`config.mk`:
```
export PLATFORM = sky130hd
export DESIGN_NAME = return_address_stack
export DESIGN_NICKNAME = d
export VERILOG_FILES = /design/src/rtl/return_address_stack_pkg.sv /design/src/rtl/ras_storage.sv /design/src/rtl/return_address_stack.sv
export SDC_FILE = /design/constraint.sdc
export NUM_CORES = 1
export LEC_CHECK = 0
export CAP_MARGIN = 40
export CORE_MARGIN = 5
export CORE_UTILIZATION = 35
export DETAILED_ROUTE_END_ITERATION = 16
export PLACE_DENSITY_LB_ADDON = 0.25
export SKIP_CTS_REPAIR_TIMING = 1
export SYNTH_ARGS = -nofsm -noshare
export SYNTH_HDL_FRONTEND = slang
export SYNTH_SLANG_ARGS = --single-unit
```
`constraint.sdc`:
```
create_clock -name clk -period 4.3 [get_ports clk]
set_input_delay 0.86 -clock clk [delete_from_list [all_inputs] [get_ports clk]]
set_output_delay 0.86 -clock clk [all_outputs]
set_load 0.05 [all_outputs]
```
`src/rtl/return_address_stack_pkg.sv`:
```
// return_address_stack_pkg: shared PC width, stack depth and next-PC source encoding
package return_address_stack_pkg;
    localparam int PC_W      = 12;
    localparam int RAS_DEPTH = 8;
    typedef enum logic [1:0] {
        SEQ    = 2'b00,
        JUMP   = 2'b01,
        RET    = 2'b10,
        BRANCH = 2'b11
    } pc_src_e;
endpackage

```
`src/rtl/ras_storage.sv`:
```
// ras_storage: unreset register array with one sync write port and one async read port
module ras_storage #(
    parameter int DEPTH = 8,
    parameter int WIDTH = 12,
    parameter int AW    = 3
) (
    input  logic             clk,
    input  logic             we,
    input  logic [AW-1:0]    wr_addr,
    input  logic [WIDTH-1:0] wr_data,
    input  logic [AW-1:0]    rd_addr,
    output logic [WIDTH-1:0] rd_data
);
    logic [WIDTH-1:0] mem [DEPTH];
    always_ff @(posedge clk)
        if (we) mem[wr_addr] <= wr_data;
    assign rd_data = mem[rd_addr];
endmodule

```
`src/rtl/return_address_stack.sv`:
```
// return_address_stack: bounded LIFO of return addresses with sticky overflow/underflow flags
module return_address_stack
    import return_address_stack_pkg::*;
#(
    parameter int DEPTH = RAS_DEPTH,
    parameter int WIDTH = PC_W,
    parameter int PTR_W = $clog2(DEPTH)
) (
    input  logic             clk,
    input  logic             rst,
    input  logic             push,
    input  logic             pop,
    input  logic             flush,
    input  logic [WIDTH-1:0] push_data,
    output logic [WIDTH-1:0] top_out,
    output logic [PTR_W:0]   count,
    output logic             empty,
    output logic             full,
    output logic             stack_overflow,
    output logic             stack_underflow
);
    logic [PTR_W-1:0] top_addr, wr_addr;
    logic [WIDTH-1:0] rd_data;
    logic             we;

    assign empty    = count == '0;
    assign full     = count == (PTR_W+1)'(DEPTH);
    assign top_addr = PTR_W'(count - 1'b1);
    // push+pop on a non-empty stack overwrites the top in place
    assign wr_addr  = (pop && !empty) ? top_addr : count[PTR_W-1:0];
    assign we       = push && !flush && (pop || !full);
    assign top_out  = empty ? '0 : rd_data;

    ras_storage #(.DEPTH(DEPTH), .WIDTH(WIDTH), .AW(PTR_W)) u_storage (
        .clk     (clk),
        .we      (we),
        .wr_addr (wr_addr),
        .wr_data (push_data),
        .rd_addr (top_addr),
        .rd_data (rd_data)
    );

    always_ff @(posedge clk) begin
        if (rst) begin
            count           <= '0;
            stack_overflow  <= 1'b0;
            stack_underflow <= 1'b0;
        end else if (flush) begin
            count <= '0;
        end else if (push && pop) begin
            if (empty) begin
                count           <= (PTR_W+1)'(1);
                stack_underflow <= 1'b1;
            end
        end else if (push) begin
            if (full) stack_overflow <= 1'b1;
            else      count <= count + 1'b1;
        end else if (pop) begin
            if (empty) stack_underflow <= 1'b1;
            else       count <= count - 1'b1;
        end
    end
endmodule

```
==> results.cfg, run 1 <==
[outcome]
outcome = finished, final reports clean

[sta]
tns_ns = 0
period_needed_ns = 3.406
whs_ns = 0.4759
post-route-period-util_pct = 79.22
maxSlewHeadroom_pct = 56.88
fmax_mhz = 293.6
setup_violations = 0
rsz0062_at_grt = false
finalHoldViolCount = 0
tightest_slew_ns = 0.6421
worst_slack_ns = 0.8936
skew_ns = 0.007293
slew_viol_final = 0

[global_routing]
grt_first_pass_wirelength_mm = 13.92
grt_pass1_vias = 2431
grt_antenna_before_repair = 0
grtUsageTotal_pct = 12.91
overflow = 0
grt_max_degree = 31

[layout]
layout.nets = 328
drive_gt1_share_pct = 19.49
final_area_um2 = 5350
antenna_cells = 0
multiInputGateArea_um2 = 1209
area_delta_synth_final_pct = 23.66
fillers = 1060
stdcell_count = 481
layout.area.seq_um2 = 3004

[job]
cap_violations = 0

[die]
initial_core_util_pct = 35.87
core_um2 = 12060
die_h_um = 121.2
die_area_um2 = 14690
num_io_pins = 37
num_rows = 40
fp.dieW_um = 121.2

[detailed_routing]
routed_wl_mm = 8.856
ant_nets = 0
drc = 0
vias = 2400
via_per_inst = 4.990
drt_iter0_drc = 189
drtPass1Iterations = 6
wire_per_inst_um = 18.41

[logic_synthesis]
synth-seq-cells = 102
synth_most_common_cell = edfxtp_1
avgSynthCellArea_um2 = 16.58
yosys-top-cells-count = edfxtp_1 (96), nand2_1 (30), a21oi_1 (21)
syn-cell-area_um2 = 4327
ys_seq_area_share_pct = 69.40
synth_edf_count = 96
synth_nets = 281
synth_warnings = 0
synthCells = 261
synth_top_area_cell = edfxtp_1
synth_area_leaders = edfxtp_1 (67%), mux4_2 (8.8%), mux4_1 (4.3%), dfxtp_1 (2.8%), nand2_1 (2.6%)
synth_top_area_share_pct = 66.63
synth.distinct_cells = 41
synthArstFlopShare_pct = 0
synth_ff_type = edfxtp_1

[setup_path]
crit_slowest_cell = ha_1
required_ns = 3.44
startpoint = count[1]
arrival_ns = 2.55
critPathTopFamily = adder cells
cp-start-kind = register
timing.critical_path.buf_inv = 3
cp.depth = 7
path_cells = inv_1, ha_1, buf_12, mux4_2, nand2_1, a21oi_1, buf_12
path_common_cell = buf_12
r2r-end = u_storage.mem[4][5]
worst-setup-path-type = register to output pin
path_max_fanout = 24
critPathCapture = top_out[9]
timing.rr.start = count[1]
ff2ff_setup_slack_ns = 1.52
rr_worst_depth = 8
critPathMaxStageDelay_ns = 0.57
worstSetupEndpointType = output pin

[power]
seq_power_share_pct = 48.3
swShare_pct = 25.37
max-vdd-ir-drop_mv = 0.1537
powerDensity_nw_per_um2 = 431.1
clkPwrFrac_pct = 35.3
p_comb_share_pct = 16.4
p_int_w = 0.001721
leakage_nw = 1.743
switching_power_w = 0.0005851

[placement]
placed_area_um2 = 5055
dp_slack_ns = 1.212
hpwl_mm = 5.475
globalplace.congestion = 0.7650
dp.cells = 465
port_buffers = 36

[clocking]
clock_sinks = 102
clk_pin_slew_ns = 0.07
cts_buffers = 9
cts_max_level = 3
root_buffer = clkbuf_16
insertion_delay_ns = 0.35
cts_tree = yes
clk_path_buf_depth = 2

[hold_path]
hp-class = register to register
## power by group through the flow
stage,Clock [W],Sequential [W],Combinational [W]
final,0.000814,0.00111,0.000378
after CTS,0.000831,0.00111,0.000384
after global placement,0,0.00113,0.000380
after detailed placement,0,0.00114,0.000383
after floorplan,0,0.00114,0.000209
after global routing,0.000872,0.00112,0.000406
## stage by stage
| stage | utilization [%] | power (W) |
|---|---|---|
| 4_1_cts | 44.36 | 0.002328 |
| 2_1_floorplan | - | 0.001354 |
| 6_report | 44.36 | 0.002306 |
| 3_5_place_dp | 41.91 | 0.001519 |
| 5_1_grt | 44.36 | 0.002393 |
| 3_3_place_gp | 41.91 | 0.001515 |
## cell families after synthesis
group,after synthesis,share of synthesized area (%)
xor gates and xnor gates,3,0.6074
muxes,25,13.33
DFF,102,69.40
adders and majority gates,3,0.8676
and+or+nand+nor,68,7.866
AOI/OAI and AO/OA,39,5.263
buffers and inverters,21,2.660
## state kept, by name (all words and copies together) (netlist names)
name / cells
u_storage.mem: 96
stack_overflow: 1
count: 4
stack_underflow: 1
## how the worst min path moves through the flow
| stage | to | depth (start not counted) | start | slack (ns) |
|---|---|---|---|---|
| 2_1_floorplan | stack_overflow | 2 | stack_overflow | 0.72 |
| 3_3_place_gp | stack_overflow | 2 | stack_overflow | 0.45 |
| 3_5_place_dp | stack_overflow | 2 | stack_overflow | 0.46 |
| 4_1_cts | stack_overflow | 2 | stack_overflow | 0.48 |
| 5_1_grt | stack_overflow | 2 | stack_overflow | 0.50 |
| 6_report | stack_overflow | 2 | stack_overflow | 0.48 |
## cells in the final DEF, fill, tap and decap left out, drive strengths merged, types with 2 or more instances in the layout
cell type	n
o31ai	2
nor2	12
edfxtp	96
nand2	30
nand3	3
nor3b	5
nor2b	4
clkdlybuf4s50	24
o21ai	6
inv	8
a21oi	22
o2111ai	2
mux4	24
buf	28
clkinv	2
ha	3
xnor2	2
dfxtp	6
a31oi	3
clkbuf	10
nand2b	5
## routing by layer
layer	track usage (%)	routed length, um	up-vias
li1	-	-	1118
met1	17.45	4080	1199
met2	20.18	4192	71
met3	2.564	401	12
met4	5.882	182	0
met5	0	0	-
## layout make-up
class | count | share of cell area [%]
clock buffer | 10 | 4.280
clock inverter | 6 | 1.239
inverter | 5 | 0.3508
multi-input combinational | 138 | 22.59
sequential | 102 | 56.15
tap | 168 | 3.929
timing repair buffer | 52 | 11.46
## worst reg2reg max path, stage by stage, from the launching register on
cell and delay, ns:
dfxtp_1 0.50, inv_1 0.14, ha_1 0.57, buf_12 0.25
nand3_1 0.12, or3_1 0.34, a21oi_1 0.16, nor2b_1 0.14
buf_4 0.25
Note: power is estimated with default switching activity, not from simulation.
==> inputs of run 2 (changes only) <==
Clock period 4.3 ns to 3.6 ns, I/O delays scaled along.
==> run 2 against run 1 <==
  * Global-route usage is 0.32 points lower
  * Largest cell class unchanged
  * Clock skew fell by 0.00097 ns
  * Die area unchanged
  * First-iteration DRC count fell by 33%
  * Non-clock buffer count rose by 2
  * Cell count rose by 0.42%
  * Setup slack worse by 0.37 ns
  * Clock power is 14% higher
  * Total power is 18% higher
  * Final area rose by 0.51%
  * Worst hold slack improved by 0.0036 ns
  * Routed wire length down 1.6%
==> results.cfg, run 2 (synthesis gave the netlist of run 1 again) <==
[outcome]
outcome = finished, final reports clean

[sta]
finalHoldViolCount = 0
maxSlewHeadroom_pct = 60.32
skew_ns = 0.006318
tightest_slew_ns = 0.5933
worst_slack_ns = 0.5241
slew_viol_final = 0
period_needed_ns = 3.076
rsz0062_at_grt = false
setup_violations = 0
post-route-period-util_pct = 85.44
tns_ns = 0
fmax_mhz = 325.1
whs_ns = 0.4795

[layout]
top_regs = u_storage.mem x96, count x4
utilization_pct = 44.59
mostFrequentLayoutCells = edfxtp_1 (96), nand2_1 (30), clkdlybuf4s50_1 (23)
largest_reg_flops = 96
stdcell_count = 483
layout_commonest_cell = edfxtp_1
area_delta_synth_final_pct = 24.29
drive_gt1_share_pct = 22.54
layout.nets = 330
top_register = u_storage.mem
antenna_cells = 0

[placement]
dp.cells = 467
dp_slack_ns = 0.6757
hpwl_mm = 5.543
port_buffers = 36
globalplace.congestion = 0.7879

[power]
powerDensity_nw_per_um2 = 505.7
switching_power_w = 0.0007195
clkPwrFrac_pct = 34.2
p_comb_share_pct = 16.9
p_int_w = 0.002000
max-vdd-ir-drop_mv = 0.2609
leakage_nw = 1.757
seq_power_share_pct = 48.9
swShare_pct = 26.46

[setup_path]
cp.depth = 7
path_max_fanout = 11
required_ns = 2.88
cp-start-kind = register
worst-setup-path-type = register to output pin
critPathCapture = top_out[10]
ff2ff_setup_slack_ns = 1.17
timing.rr.start = count[0]
critPathTopFamily = buffers and inverters
startpoint = count[0]
worstSetupEndpointType = output pin
crit_slowest_cell = ha_1
r2r-end = u_storage.mem[3][1]
arrival_ns = 2.36
timing.critical_path.buf_inv = 3
path_cells = inv_1, ha_1, xor2_1, buf_4, nand2_1, a21oi_1, buf_12
critPathMaxStageDelay_ns = 0.44
rr_worst_depth = 7

[detailed_routing]
routed_wl_mm = 8.716
wl_met2_mm = 4.222
via_per_inst = 4.986
top_layer = met4
drt_iter0_drc = 126
drtPass1Iterations = 4
drc = 0
wl_met3_um = 247
wl_met1_mm = 4.095
vias = 2408
wire_per_inst_um = 18.05
ant_nets = 0

[clocking]
clk_pin_slew_ns = 0.07
cts_buffers = 9
insertion_delay_ns = 0.34
clk_path_buf_depth = 2
root_buffer = clkbuf_16
clock_sinks = 102
cts_max_level = 3
cts_tree = yes

[global_routing]
overflow = 0
grtUsageTotal_pct = 12.60
grt_first_pass_wirelength_mm = 13.63
grt_max_degree = 31
grt_antenna_before_repair = 0
grt_pass1_vias = 2367

[die]
die_h_um = 121.2
fp.dieW_um = 121.2
num_rows = 40
core_um2 = 12060
die_area_um2 = 14690
num_io_pins = 37
initial_core_util_pct = 35.87

[hold_path]
hp-class = register to register

[job]
cap_violations = 0
## run 2: cell count changes in the layout (fill, tap and decap cells not counted), sizes merged
| cell | delta |
|---|---|
| clkbuf | -1 |
| clkdlybuf4s50 | -1 |
| buf | +3 |
| clkinv | +1 |
| inv | +1 |
| bufinv | -1 |
## run 2: area by class of cell
class | instances | area [um^2]
fill | 1069 | 6684
sequential | 102 | 3004
multi-input combinational | 138 | 1227
timing repair buffer | 54 | 625.6
clock buffer | 9 | 225.2
tap | 168 | 210.2
clock inverter | 7 | 66.31
inverter | 5 | 18.77
## run 2: power groups by stage
stage	sequential (W)	clock [W]	combinational, W
after CTS	0.00133	0.000956	0.000469
after detailed placement	0.00136	0	0.000469
final	0.00133	0.000930	0.000460
after global placement	0.00136	0	0.000465
after floorplan	0.00137	0	0.000256
after global routing	0.00133	0.00101	0.000493
## run 2: worst register-to-register path: stages (launching register included)
cell     delay [ns]
dfxtp_2        0.32
inv_1          0.15
ha_1           0.44
nor3b_4        0.48
nor3b_1        0.09
a31oi_1        0.37
nor2_1         0.09
buf_4          0.23
## run 2: worst min path at each step
stage                           end  depth (start not counted)            start
floorplan            stack_overflow                          2   stack_overflow
global placement     stack_overflow                          2   stack_overflow
detailed placement  stack_underflow                          2  stack_underflow
CTS                 stack_underflow                          2  stack_underflow
global route        stack_underflow                          2  stack_underflow
finish              stack_underflow                          2  stack_underflow
## run 2: per-layer routing
metal	up-vias	GRT usage, %
met5	-	0
met4	0	5.462
met3	9	2.191
met2	48	19.66
met1	1230	17.38
li1	1121	-
## run 2: per-stage QoR
stage / power, W / instance area (um^2)
2_1_floorplan: 0.001623 / 4345
3_3_place_gp: 0.001821 / 5086
3_5_place_dp: 0.001824 / 5086
4_1_cts: 0.002753 / 5378
5_1_grt: 0.002832 / 5378
6_report: 0.002720 / 5378
